File: config.mk
export PLATFORM = sky130hd
export DESIGN_NAME = mbscore_fetch
export DESIGN_NICKNAME = d
export VERILOG_FILES = /design/src/rtl/mbscore_fetch.sv
export SDC_FILE = /design/constraint.sdc
export NUM_CORES = 1
export LEC_CHECK = 0
export CAP_MARGIN = 20
export CORE_MARGIN = 4
export CORE_UTILIZATION = 40
export DETAILED_ROUTE_END_ITERATION = 10
export PLACE_DENSITY_LB_ADDON = 0.1
export SETUP_SLACK_MARGIN = 0.05
export SYNTH_ARGS = -nofsm -noshare
export SYNTH_HDL_FRONTEND = slang
export SYNTH_SLANG_ARGS = --single-unit
File: constraint.sdc
create_clock -name i_clk -period 14.9 [get_ports i_clk]
set_input_delay 2.98 -clock i_clk [delete_from_list [all_inputs] [get_ports i_clk]]
set_output_delay 2.98 -clock i_clk [all_outputs]
set_load 0.01 [all_outputs]
File: src/rtl/mbscore_fetch.sv
// Instruction-fetch stage for the MBScore multicycle controller.
// Holds PC and IR, runs a req/ack fetch against a variable-latency instruction
// memory, and applies the controller's sequencing strobes to form the next PC.
// A misaligned target or a memory that never answers parks the stage in a
// sticky error state that only reset clears.
module mbscore_fetch #(
    parameter int unsigned           DATA_WIDTH = 32,
    parameter int unsigned           ADDR_WIDTH = 32,
    parameter logic [ADDR_WIDTH-1:0] RESET_PC   = 32'h0,
    parameter logic [7:0]            TIMEOUT    = 8'd255
) (
    input  logic                  i_clk,
    input  logic                  i_rst,
    input  logic                  i_inst_re,
    input  logic                  i_next,
    input  logic                  i_jal_or_j,
    input  logic                  i_beq_or_bne,
    input  logic                  i_br_cond,
    input  logic                  i_jr,
    input  logic [ADDR_WIDTH-1:0] i_jr_target,
    input  logic                  i_hlt,
    input  logic                  i_resume,
    input  logic [DATA_WIDTH-1:0] i_imem_rdata,
    input  logic                  i_imem_ack,
    output logic                  o_imem_req,
    output logic [ADDR_WIDTH-1:0] o_imem_addr,
    output logic [DATA_WIDTH-1:0] o_inst,
    output logic [ADDR_WIDTH-1:0] o_pc,
    output logic [ADDR_WIDTH-1:0] o_pc_plus4,
    output logic                  o_inst_valid,
    output logic                  o_fetch_stall,
    output logic                  o_fetch_err,
    output logic                  o_halted
);

    typedef enum logic [1:0] {
        F_IDLE = 2'd0,
        F_REQ  = 2'd1,
        F_HALT = 2'd2,
        F_ERR  = 2'd3
    } fetch_state_t;

    localparam logic [ADDR_WIDTH-1:0] PC_STEP = ADDR_WIDTH'(3'd4);

    // Branch displacement: sign-extended 16-bit immediate scaled to bytes.
    function automatic logic [ADDR_WIDTH-1:0] branch_offset(input logic [DATA_WIDTH-1:0] ir);
        return {{(ADDR_WIDTH-18){ir[15]}}, ir[15:0], 2'b00};
    endfunction

    fetch_state_t          r_state;
    fetch_state_t          w_state_nxt;
    logic [ADDR_WIDTH-1:0] r_pc;
    logic [ADDR_WIDTH-1:0] r_pc_plus4;
    logic [ADDR_WIDTH-1:0] r_imem_addr;
    logic [DATA_WIDTH-1:0] r_inst;
    logic                  r_inst_valid;
    logic                  r_imem_req;
    logic                  r_fetch_stall;
    logic                  r_fetch_err;
    logic                  r_halted;
    logic                  r_flush;
    logic [7:0]            r_cnt;

    logic [ADDR_WIDTH-1:0] w_pc_d;
    logic                  w_active;
    logic                  w_halt_req;
    logic                  w_misalign;
    logic                  w_pc_we;
    logic                  w_timeout;
    logic                  w_start;
    logic                  w_ack_take;
    logic                  w_err_set;
    logic                  w_keep;

    // Next-PC selection; hlt freezes the PC and wins over every other strobe.
    always_comb begin
        w_pc_d = r_pc;
        if (i_next) begin
            if (i_hlt) begin
                w_pc_d = r_pc;
            end else if (i_jr) begin
                w_pc_d = i_jr_target;
            end else if (i_jal_or_j) begin
                w_pc_d = {r_pc_plus4[ADDR_WIDTH-1:28], r_inst[25:0], 2'b00};
            end else if (i_beq_or_bne && i_br_cond) begin
                w_pc_d = r_pc_plus4 + branch_offset(r_inst);
            end else begin
                w_pc_d = r_pc_plus4;
            end
        end else begin
            w_pc_d = r_pc;
        end
    end

    // Sequencing strobes only act while the stage is idle or fetching.
    always_comb begin
        w_active   = (r_state == F_IDLE) || (r_state == F_REQ);
        w_halt_req = w_active && i_next && i_hlt;
        w_misalign = w_active && i_next && !i_hlt && (w_pc_d[1:0] != 2'b00);
        w_pc_we    = w_active && i_next && !i_hlt && (w_pc_d[1:0] == 2'b00);
        w_timeout  = (r_cnt == TIMEOUT);
    end

    // Fetch FSM next-state; halt and misalignment pre-empt any fetch activity.
    always_comb begin
        w_state_nxt = r_state;
        w_start     = 1'b0;
        w_ack_take  = 1'b0;
        w_err_set   = 1'b0;
        case (r_state)
            F_IDLE: begin
                if (w_halt_req) begin
                    w_state_nxt = F_HALT;
                end else if (w_misalign) begin
                    w_state_nxt = F_ERR;
                    w_err_set   = 1'b1;
                end else if (i_inst_re) begin
                    w_state_nxt = F_REQ;
                    w_start     = 1'b1;
                end else begin
                    w_state_nxt = F_IDLE;
                end
            end
            F_REQ: begin
                if (w_halt_req) begin
                    w_state_nxt = F_HALT;
                end else if (w_misalign) begin
                    w_state_nxt = F_ERR;
                    w_err_set   = 1'b1;
                end else if (i_imem_ack) begin
                    w_state_nxt = F_IDLE;
                    w_ack_take  = 1'b1;
                end else if (w_timeout) begin
                    w_state_nxt = F_ERR;
                    w_err_set   = 1'b1;
                end else begin
                    w_state_nxt = F_REQ;
                end
            end
            F_HALT: begin
                if (i_resume) begin
                    w_state_nxt = F_IDLE;
                end else begin
                    w_state_nxt = F_HALT;
                end
            end
            F_ERR: begin
                w_state_nxt = F_ERR;
            end
            default: begin
                w_state_nxt = F_ERR;
                w_err_set   = 1'b1;
            end
        endcase
    end

    // Returned data is kept only if the PC has not moved since the request.
    always_comb begin
        w_keep = w_ack_take && !r_flush && !i_next;
    end

    // State register plus state-decoded status outputs, all registered.
    always_ff @(posedge i_clk or posedge i_rst) begin
        if (i_rst) begin
            r_state       <= F_IDLE;
            r_imem_req    <= 1'b0;
            r_fetch_stall <= 1'b0;
            r_halted      <= 1'b0;
            r_fetch_err   <= 1'b0;
        end else begin
            r_state       <= w_state_nxt;
            r_imem_req    <= (w_state_nxt == F_REQ);
            r_fetch_stall <= (w_state_nxt == F_REQ);
            r_halted      <= (w_state_nxt == F_HALT);
            r_fetch_err   <= r_fetch_err | w_err_set;
        end
    end

    // Wait counter and flush flag live only for the duration of one fetch.
    always_ff @(posedge i_clk or posedge i_rst) begin
        if (i_rst) begin
            r_cnt   <= 8'd0;
            r_flush <= 1'b0;
        end else if ((r_state == F_REQ) && (w_state_nxt == F_REQ)) begin
            r_cnt   <= r_cnt + 8'd1;
            r_flush <= r_flush | w_pc_we;
        end else begin
            r_cnt   <= 8'd0;
            r_flush <= 1'b0;
        end
    end

    // PC and its link value move together on every accepted next.
    always_ff @(posedge i_clk or posedge i_rst) begin
        if (i_rst) begin
            r_pc       <= RESET_PC;
            r_pc_plus4 <= RESET_PC + PC_STEP;
        end else if (w_pc_we) begin
            r_pc       <= w_pc_d;
            r_pc_plus4 <= w_pc_d + PC_STEP;
        end else begin
            r_pc       <= r_pc;
            r_pc_plus4 <= r_pc_plus4;
        end
    end

    // Fetch address is latched at request start and held for the whole fetch.
    always_ff @(posedge i_clk or posedge i_rst) begin
        if (i_rst) begin
            r_imem_addr <= RESET_PC;
        end else if (w_start) begin
            r_imem_addr <= w_pc_d;
        end else begin
            r_imem_addr <= r_imem_addr;
        end
    end

    // IR capture; inst_valid drops whenever PC and IR stop matching.
    always_ff @(posedge i_clk or posedge i_rst) begin
        if (i_rst) begin
            r_inst       <= {DATA_WIDTH{1'b0}};
            r_inst_valid <= 1'b0;
        end else if (w_keep) begin
            r_inst       <= i_imem_rdata;
            r_inst_valid <= 1'b1;
        end else if (w_start || w_pc_we) begin
            r_inst       <= r_inst;
            r_inst_valid <= 1'b0;
        end else begin
            r_inst       <= r_inst;
            r_inst_valid <= r_inst_valid;
        end
    end

    assign o_imem_req    = r_imem_req;
    assign o_imem_addr   = r_imem_addr;
    assign o_inst        = r_inst;
    assign o_pc          = r_pc;
    assign o_pc_plus4    = r_pc_plus4;
    assign o_inst_valid  = r_inst_valid;
    assign o_fetch_stall = r_fetch_stall;
    assign o_fetch_err   = r_fetch_err;
    assign o_halted      = r_halted;

endmodule

# Word level (Yosys, flattened, before mapping)
# Cells that the tools add are included.
[classes]
order_cmp = 0
multipliers = 0
shifts = 0
add_sub_neg = 3
n_eq_ne = 6
n_mux = 33
n_div = 0
bitwise_logic = 2
reduce_logical = 18
[op_table]
columns = ["operator", "n"]
rows = [
  ["2-to-1 mux 32 bit", 5],
  ["adder 32 x 3 -> 32 bit, second input constant", 1],
  ["adder 32 bit", 1],
  ["2-to-1 mux 1 bit", 18],
  ["2-to-1 mux 2 bit", 7],
  ["logical AND 1 bit", 9],
  ["adder 8 x 1 -> 8 bit, second input constant", 1],
  ["equality test 8 bit, second input constant", 1],
  ["2-to-1 mux 8 bit", 1],
  ["case mux 2 bit (4 select lines)", 1],
  ["equality test 2 bit, second input constant", 3],
  ["equality test 2 x 1 -> 1 bit, second input constant", 2],
  ["logical NOT 2 bit", 2],
  ["nonzero test 2 bit", 2],
  ["logical NOT 1 bit", 3],
  ["logical OR 1 bit", 2],
  ["OR 1 bit", 2],
  ["case mux 1 bit (2 select lines)", 1],
]
[word_totals]
mem_bits_ro = 0
out_inout_bits = 133
latch_bits = 0
mem_count = 0
regBits = 143
inputBits = 75
wordCells = 73
ram_bits = 0

# Depth between registers and ports, before layout
# Gate-level depths: netlist of the first run.
[logic_depth]
ltp_word = 14
depth_mapped = 15
depth_no_buf = 14

# Least setup slack after synthesis of the first run
# Ideal clock, no wire load.
[synth_timing]
kind = "input-to-reg"
startpoint = "input i_next"
endpoint = "register r_pc_plus4[30], in the netlist o_pc_plus4[30]"
arrival_time_ps = 5940
path_buffers = 2
path_slack_ps = 8878
t_required_ps = 14818
cell_stages = 13
setup_ps = 82
cell_sequence = "buf_4 > or3b_4 > a311o_1 > nand3_2 > ha_1 > and2_1 > nand3_1 > or3_4 > or3_1 > buf_2 > nand3b_1 > or4_1 > a31oi_1"
[synth_via]
elab_cells_between_ends = 6
classes_between = "add/sub (1); mux (1); reduce/logical (4)"
[synth_lines]
columns = ["item", "line", "source"]
rows = [
  ["start, declared", "15", "input logic i_next,"],
  ["2-to-1 mux 32 bit", "78", "if (i_next) begin"],
  ["net w_pc_d[2]", "64", "logic [ADDR_WIDTH-1:0] w_pc_d;"],
  ["adder 32 x 3 -> 32 bit", "200", "r_pc_plus4 <= w_pc_d + PC_STEP;"],
  ["end signal, assigned", "197", "r_pc_plus4 <= RESET_PC + PC_STEP;"],
  ["end signal, assigned", "200", ""],
  ["end signal, assigned", "203", "r_pc_plus4 <= r_pc_plus4;"],
  ["end, declared", "53", "logic [ADDR_WIDTH-1:0] r_pc_plus4;"],
]
# The timed path passes the listed nets, and every way through them passes these cells.
# A chain may end at the register's enable or synchronous reset.

# Final worst setup path of the first run
[layout_timing]
startpoint = "input i_br_cond"
endpoint = "register r_pc_plus4[30], in the netlist o_pc_plus4[30]"
[layout_via]
elab_chain_cells = 8
elab_cells_between_ends = 9
classes_between = "add/sub (1); mux (5); reduce/logical (3)"
[layout_lines]
columns = ["item", "line", "source"]
rows = [
  ["start, declared", "18", "input logic i_br_cond,"],
  ["logical AND 1 bit (*)", "85", "end else if (i_beq_or_bne && i_br_cond) begin"],
  ["2-to-1 mux 32 bit (*)", "85", ""],
  ["2-to-1 mux 32 bit (*)", "83", "end else if (i_jal_or_j) begin"],
  ["2-to-1 mux 32 bit (*)", "81", "end else if (i_jr) begin"],
  ["2-to-1 mux 32 bit (*)", "79", "if (i_hlt) begin"],
  ["2-to-1 mux 32 bit (*)", "78", ""],
  ["branches (longest 2 deep; another with adder 32 x 3 -> 32 bit)", "--", ""],
]
# Every way passes the cells marked *.

==> out/metrics.yaml, run 1 <==
logic_synthesis:
  yosysMostFrequentCell: "nand2_1"
  ys_warn_count: 0
  syn_nets: 1201
  synthTopCellsByCount: "nand2_1, dfrtp_1, o21ai_0, nor2_1, a21oi_1"
  ys_seq_area_share_pct: 36.74
  synth_edf_count: 0
  synth_top_cell_by_area: "dfrtp_1"
  ys.flop_type: "dfrtp_1"
  syn_avg_cell_area_um2: 8.782
  synthTopCellsByArea: "dfrtp_1, nand2_1, mux2_2, ha_1, o21ai_0"
  yosys.area.top_type_share_pct: 36.46
  synthArstFlopShare_pct: 100.0
  synthesis.area_um2: 9608
  postSynthCellCount: 1094
  synth_seq_cells: 141
  synth_cell_types: 99
placement:
  place_inst: 1561
  place_ws_ns: 7.459
  hpwlAfterDp_um: 24910
  portBuffers: 207
  gp_congestion: 0.9426
timing:
  hold_viol: 0
  fin_crit_sh_pct: 47.50
  setup_viol: 0
  tightest_slew_ns: 0.9961
  min_period_ns: 7.078
  tns_ns: 0
  report.final.slew_viol_count: 0
  fin_hold_ws_ns: 0.4743
  relSlewSlack_pct: 33.52
  setup_slack_ns: 7.822
  fin_skew_ns: 0.01145
  rsz0062_at_grt: "no"
  max_freq_mhz: 141.3
drt:
  vias_per_cell: 5.759
  antenna_left: 0
  highest_layer: "met5"
  drt_first_pass_iters: 5
  drt-initial-drc-count: 708
  vias: 9185
  m1WireLength_um: 15350
  drt_wl_total_um: 34760
  met3_length_um: 2666
  drt-wirelength-per-cell_um: 21.79
  met2_length_um: 15620
  drc_errors: 0
worst_setup_path:
  path_max_fanout: 30
  slowest_stage: "clkdlybuf4s50_1"
  critPathMostFrequentCell: "or4_1"
  path_class: "input pin to flop"
  critical-path-max-stage-delay_ns: 0.80
  endpoint_kind: "flop"
  critPathArrivalTime_ns: 7.43
  reg2reg_depth: 11
  path_cells: "clkdlybuf4s50_1 -> nand2_2 -> or4_1 -> a21oi_1 -> o32a_2 -> nand3_1 -> or3_4 -> or3_1 -> nand3b_1 -> or4_1 -> a31oi_1"
  critical_path_depth: 11
  startpoint_type: "input pin"
  path_delay_family: "simple AND/OR/NAND/NOR gates"
  cp_num_buf_inv: 1
  cp.required_ns: 15.25
floorplanning:
  ios: 208
  core_um2: 23540
  die_area_um2: 26560
  die_h_um: 163.0
  start_util_pct: 40.81
  placementRows: 56
  dieWidth_um: 163.0
clock_tree:
  numCtsBuffers: 17
  clkLatencyLatePin_ns: 0.43
  cts-hold-fix-buffers: 0
  cts_buffer_depth: 2
  cts_root_buf: "clkbuf_16"
  postCtsSetupRepairBufs: 0
  h-tree-depth: 4
  cts_tree: "done"
  cts_resized: 0
  clkTransAtPathRegs_ns: 0.07
  clock-sinks: 141
global_route:
  grt_antenna_before_repair: 1
  overflow: 0
  grt_max_degree: 93
  grt_first_pass_wirelength_um: 53680
  grt_pass1_vias: 9099
  track_usage_pct: 26.16
cells_and_area:
  layout.nets: 1370
  syn_to_final_growth_pct: 29.80
  n_antenna_cell: 0
  drive_gt1_share_pct: 11.52
  layoutNonFillerInstCount: 1595
  nFillCells: 2216
power:
  vdd_drop_max_uv: 88.78
  leakage_nw: 5.222
  power_density_nw_per_um2: 210.3
  power_w: 0.002623
run:
  drv_cap: 0
outcome:
  status: "finished clean"
hold_path:
  hold_path.class: "flop to flop"
  holdPathStages: 1
sequential cells by signal, summed over array words and instances (netlist names):
signal         count
r_state            2
r_cnt              8
o_pc              32
o_fetch_stall      1
o_halted           1
r_flush            1
o_inst_valid       1
o_inst            32
o_imem_addr       32
o_pc_plus4        30
o_fetch_err        1
area by class of cell:
class / instances / area, um2 / area share, %
clock buffer: 18 / 439.2 / 3.522
clock inverter: 14 / 150.1 / 1.204
inverter: 29 / 113.9 / 0.9130
multi-input combinational: 855 / 5637 / 45.20
sequential: 141 / 3530 / 28.30
tap: 319 / 399.1 / 3.201
timing repair buffer: 219 / 2202 / 17.66
where the power goes:
part | leakage [nW] | internal, W | switching [W]
Sequential | 1.79 | 0.000545 | 0.000178
Clock | 0.281 | 0.000227 | 0.000201
Combinational | 3.15 | 0.000677 | 0.000795
layer usage:
layer | track usage [%] | up-vias
li1 | - | 4318
met1 | 36.07 | 4411
met2 | 40.64 | 364
met3 | 6.024 | 90
met4 | 8.883 | 2
met5 | 0 | -
cells in the final DEF (no fill, tap or decap), drive strengths merged, types with 18 or more instances in the layout:
cell	instances
clkdlybuf4s50	207
nand2	174
dfrtp	140
o21ai	90
nor2	73
a21oi	72
mux2	56
inv	34
ha	31
nand3	30
nor3	28
clkbuf	18
metrics by stage:
step,utilization (%),cell area [um2]
detailed placement,50.23,11830
global route,52.97,12470
CTS,52.74,12420
global placement,50.23,11830
finish,52.97,12470
floorplan,-,9608
path summary, 6_finish.rpt:
| kind | slack (ns) | end | startpoint |
|---|---|---|---|
| worst min register to register | 0.47 | o_fetch_err | o_fetch_err |
| min in group asynchronous | 2.97 | o_imem_addr[0] | i_rst |
| worst min-delay path | 0.47 | o_fetch_err | o_fetch_err |
| worst max register to register | 10.27 | o_pc_plus4[31] | o_inst[15] |
| max in group asynchronous | 10.78 | o_pc_plus4[17] | i_rst |
| worst max-delay path | 7.82 | o_pc_plus4[30] | i_br_cond |
cell families (layout without fill, tap and decap cells):
family / after synthesis / count (layout) / synth area share [%]
flip-flops: 141 / 141 / 36.74
XOR/XNOR: 32 / 32 / 2.995
adder cells (fa/ha/maj): 32 / 32 / 4.245
AO/OA/AOI/OAI: 303 / 303 / 21.53
AND/OR/NAND/NOR: 422 / 422 / 22.06
buffers and inverters: 98 / 280 / 4.831
multiplexers: 66 / 66 / 7.605
Power figures use the tool's default switching activity.
==> inputs of run 2 (changes only) <==
==> constraint.sdc (replaced) <==
create_clock -name i_clk -period 6.2 [get_ports i_clk]
set_input_delay 1.24 -clock i_clk [delete_from_list [all_inputs] [get_ports i_clk]]
set_output_delay 1.24 -clock i_clk [all_outputs]
set_load 0.01 [all_outputs]
==> run 2 against run 1 <==
  * Flip-flop and latch count stayed put
  * Die area unchanged
  * Sequential share of layout area is 0.21 points lower
  * Combinational power rose by 140%
  * Global-route usage increased by 0.29 points
  * Non-clock buffer count grew 12
  * Clock power rose to 2.5 times the previous value
  * Sequential power up 140%
  * Setup slack lost 6.8 ns
  * Total power rose by 140%
  * Hold slack better by 0.011 ns
  * Largest power group unchanged
==> out/metrics.yaml, run 2 (synthesized netlist as in run 1, its figures left out) <==
drt:
  vias_per_cell: 5.754  # was 5.759
  drt-wirelength-per-cell_um: 22.08  # was 21.79 um
  vias: 9247  # was 9185
  drt-initial-drc-count: 711  # was 708
  drc_errors: 0  # unchanged
  drt_first_pass_iters: 7  # was 5
  drt_wl_total_um: 35490  # was 34760 um
  antenna_left: 0  # unchanged
cells_and_area:
  n_antenna_cell: 0  # unchanged
  layout.nets: 1382  # was 1370
  final_common_cell: "clkdlybuf4s50_1"  # unchanged
  layout_common_cells: "clkdlybuf4s50_1, nand2_1, dfrtp_1, o21ai_0, nor2_1"  # unchanged
  utilization_pct: 53.36  # was 52.97%
  syn_to_final_growth_pct: 30.75  # was 29.80%
  drive_gt1_share_pct: 12.34  # was 11.52%
clock_tree:
  cts-hold-fix-buffers: 0  # unchanged
  postCtsSetupRepairBufs: 0  # unchanged
  cts_root_buf: "clkbuf_16"  # unchanged
  cts_resized: 0  # unchanged
  clock-sinks: 141  # unchanged
  cts_buffer_depth: 2  # unchanged
  clkTransAtPathRegs_ns: 0.07  # about the same
  cts_tree: "done"  # unchanged
  numCtsBuffers: 17  # unchanged
  clkLatencyLatePin_ns: 0.44  # was 0.43 ns
  h-tree-depth: 4  # unchanged
global_route:
  overflow: 0  # unchanged
  grt_pass1_vias: 9010  # was 9099
  grt_max_degree: 99  # was 93
  grt_first_pass_wirelength_um: 54080  # was 53680 um
  grt_antenna_before_repair: 0  # was 1
  track_usage_pct: 26.46  # was 26.16%
worst_setup_path:
  reg2reg_depth: 11  # unchanged
  path_cells: "clkdlybuf4s50_1 -> nor2b_2 -> buf_4 -> o21ai_1 -> a211o_1 -> o311ai_2 -> nand3_2 -> or4b_4 -> nor4_1 -> xor2_1 -> o21ai_0"  # was clkdlybuf4s50_1 -> nand2_2 -> or4_1 -> a21oi_1 -> o32a_2 -> nand3_1 -> or3_4 -> or3_1 -> nand3b_1 -> or4_1 -> a31oi_1
  path_delay_family: "simple AND/OR/NAND/NOR gates"  # unchanged
  endpoint_kind: "flop"  # unchanged
  reg2reg_slack_ns: 1.48  # was 10.27 ns
  path_max_fanout: 20  # was 30
  reg2reg_to: "o_pc_plus4[23]"  # was o_pc_plus4[31]
  startpoint_type: "input pin"  # unchanged
  cp.required_ns: 6.50  # was 15.25 ns
  path_class: "input pin to flop"  # unchanged
  critPathArrivalTime_ns: 5.50  # was 7.43 ns
  cp_num_buf_inv: 2  # was 1
  slowest_stage: "clkdlybuf4s50_1"  # unchanged
  critical-path-max-stage-delay_ns: 0.62  # was 0.80 ns
  r2r-start: "o_inst[15]"  # unchanged
outcome:
  status: "finished clean"  # unchanged
placement:
  portBuffers: 207  # unchanged
  gp_congestion: 0.9857  # was 0.9426
  hpwlAfterDp_um: 26400  # was 24910 um
timing:
  fin_crit_sh_pct: 83.90
  setup_viol: 0  # unchanged
  report.final.slew_viol_count: 0  # unchanged
  min_period_ns: 5.202
  fin_skew_ns: 0.01232  # was 0.01145 ns
  relSlewSlack_pct: 36.85  # was 33.52%
  tightest_slew_ns: 0.9392  # was 0.9961 ns
  max_freq_mhz: 192.2
  hold_viol: 0  # unchanged
  tns_ns: 0  # unchanged
  fin_hold_ws_ns: 0.4854  # was 0.4743 ns
  rsz0062_at_grt: "no"  # unchanged
floorplanning:
  placementRows: 56  # unchanged
  core_um2: 23540  # unchanged
  start_util_pct: 40.81  # unchanged
  die_area_um2: 26560  # unchanged
  ios: 208  # unchanged
  die_h_um: 163.0  # unchanged
  dieWidth_um: 163.0  # unchanged
hold_path:
  hold_path.class: "flop to flop"  # unchanged
  hold_path_end: "o_fetch_err"  # unchanged
  holdPathStages: 1  # unchanged
  holdCritStartpoint: "o_fetch_err"  # unchanged
run:
  drv_cap: 0  # unchanged
power:
  power_density_nw_per_um2: 509.3  # was 210.3 nW/um2
  power_w: 0.006398  # was 0.002623 W
  vdd_drop_max_uv: 202.7  # was 88.78 uV
  leakage_nw: 5.291  # was 5.222 nW
run 2: cell types whose count changed in the layout (fill, tap and decap cells not counted):
| cell | before | now |
|---|---|---|
| buf_16 | 2 | 1 |
| buf_4 | 10 | 23 |
| bufinv_16 | 0 | 1 |
| clkinv_4 | 4 | 3 |
| clkinv_8 | 3 | 2 |
| clkinvlp_4 | 2 | 0 |
| inv_6 | 3 | 4 |
| inv_8 | 3 | 5 |
run 2: per-layer routing:
layer | up-vias | wire [um] | GRT usage (%)
li1 | 4322 | - | -
met1 | 4481 | 15690 | 36.94
met2 | 379 | 16070 | 40.62
met3 | 65 | 2679 | 5.796
met4 | 0 | 1051 | 9.302
met5 | - | 0 | 0
run 2: area by class of cell:
| cell class | count | area [um2] |
|---|---|---|
| fillers | 2238 | 10980 |
| multi-input cells | 855 | 5637 |
| flip-flops and latches | 141 | 3530 |
| repair buffers | 231 | 2272 |
| clock buffers | 18 | 439.2 |
| well taps | 319 | 399.1 |
| clock inverters | 14 | 171.4 |
| inverters | 29 | 113.9 |
run 2: worst max-delay path by stage:
stage | from | endpoint | slack (ns) | cells after the start
4_1_cts | i_hlt | o_pc_plus4[23] | 1.07 | 11
5_1_grt | i_hlt | o_pc_plus4[23] | 0.74 | 11
3_5_place_dp | i_hlt | o_pc_plus4[23] | 0.60 | 11
6_report | i_hlt | o_pc_plus4[23] | 1.0 | 11
3_3_place_gp | i_hlt | o_pc_plus4[23] | 0.65 | 11
2_1_floorplan | i_rst | o_fetch_err | 1.18 | 1
run 2: report_power, final:
part	total, W	switching [W]	internal [W]
sequential	0.00175	0.000441	0.00131
clock	0.00108	0.000493	0.000589
combinational	0.00357	0.00193	0.00164
total	0.00640	0.00286	0.00354
run 2: stage by stage:
stage	area, um2	std cells	worst slack [ns]
2_1_floorplan	9608	1094	1.180
3_3_place_gp	11920	1574	0.6493
3_5_place_dp	11920	1574	0.6014
4_1_cts	12530	1606	1.067
5_1_grt	12560	1607	0.7431
6_report	12560	1607	0.9982
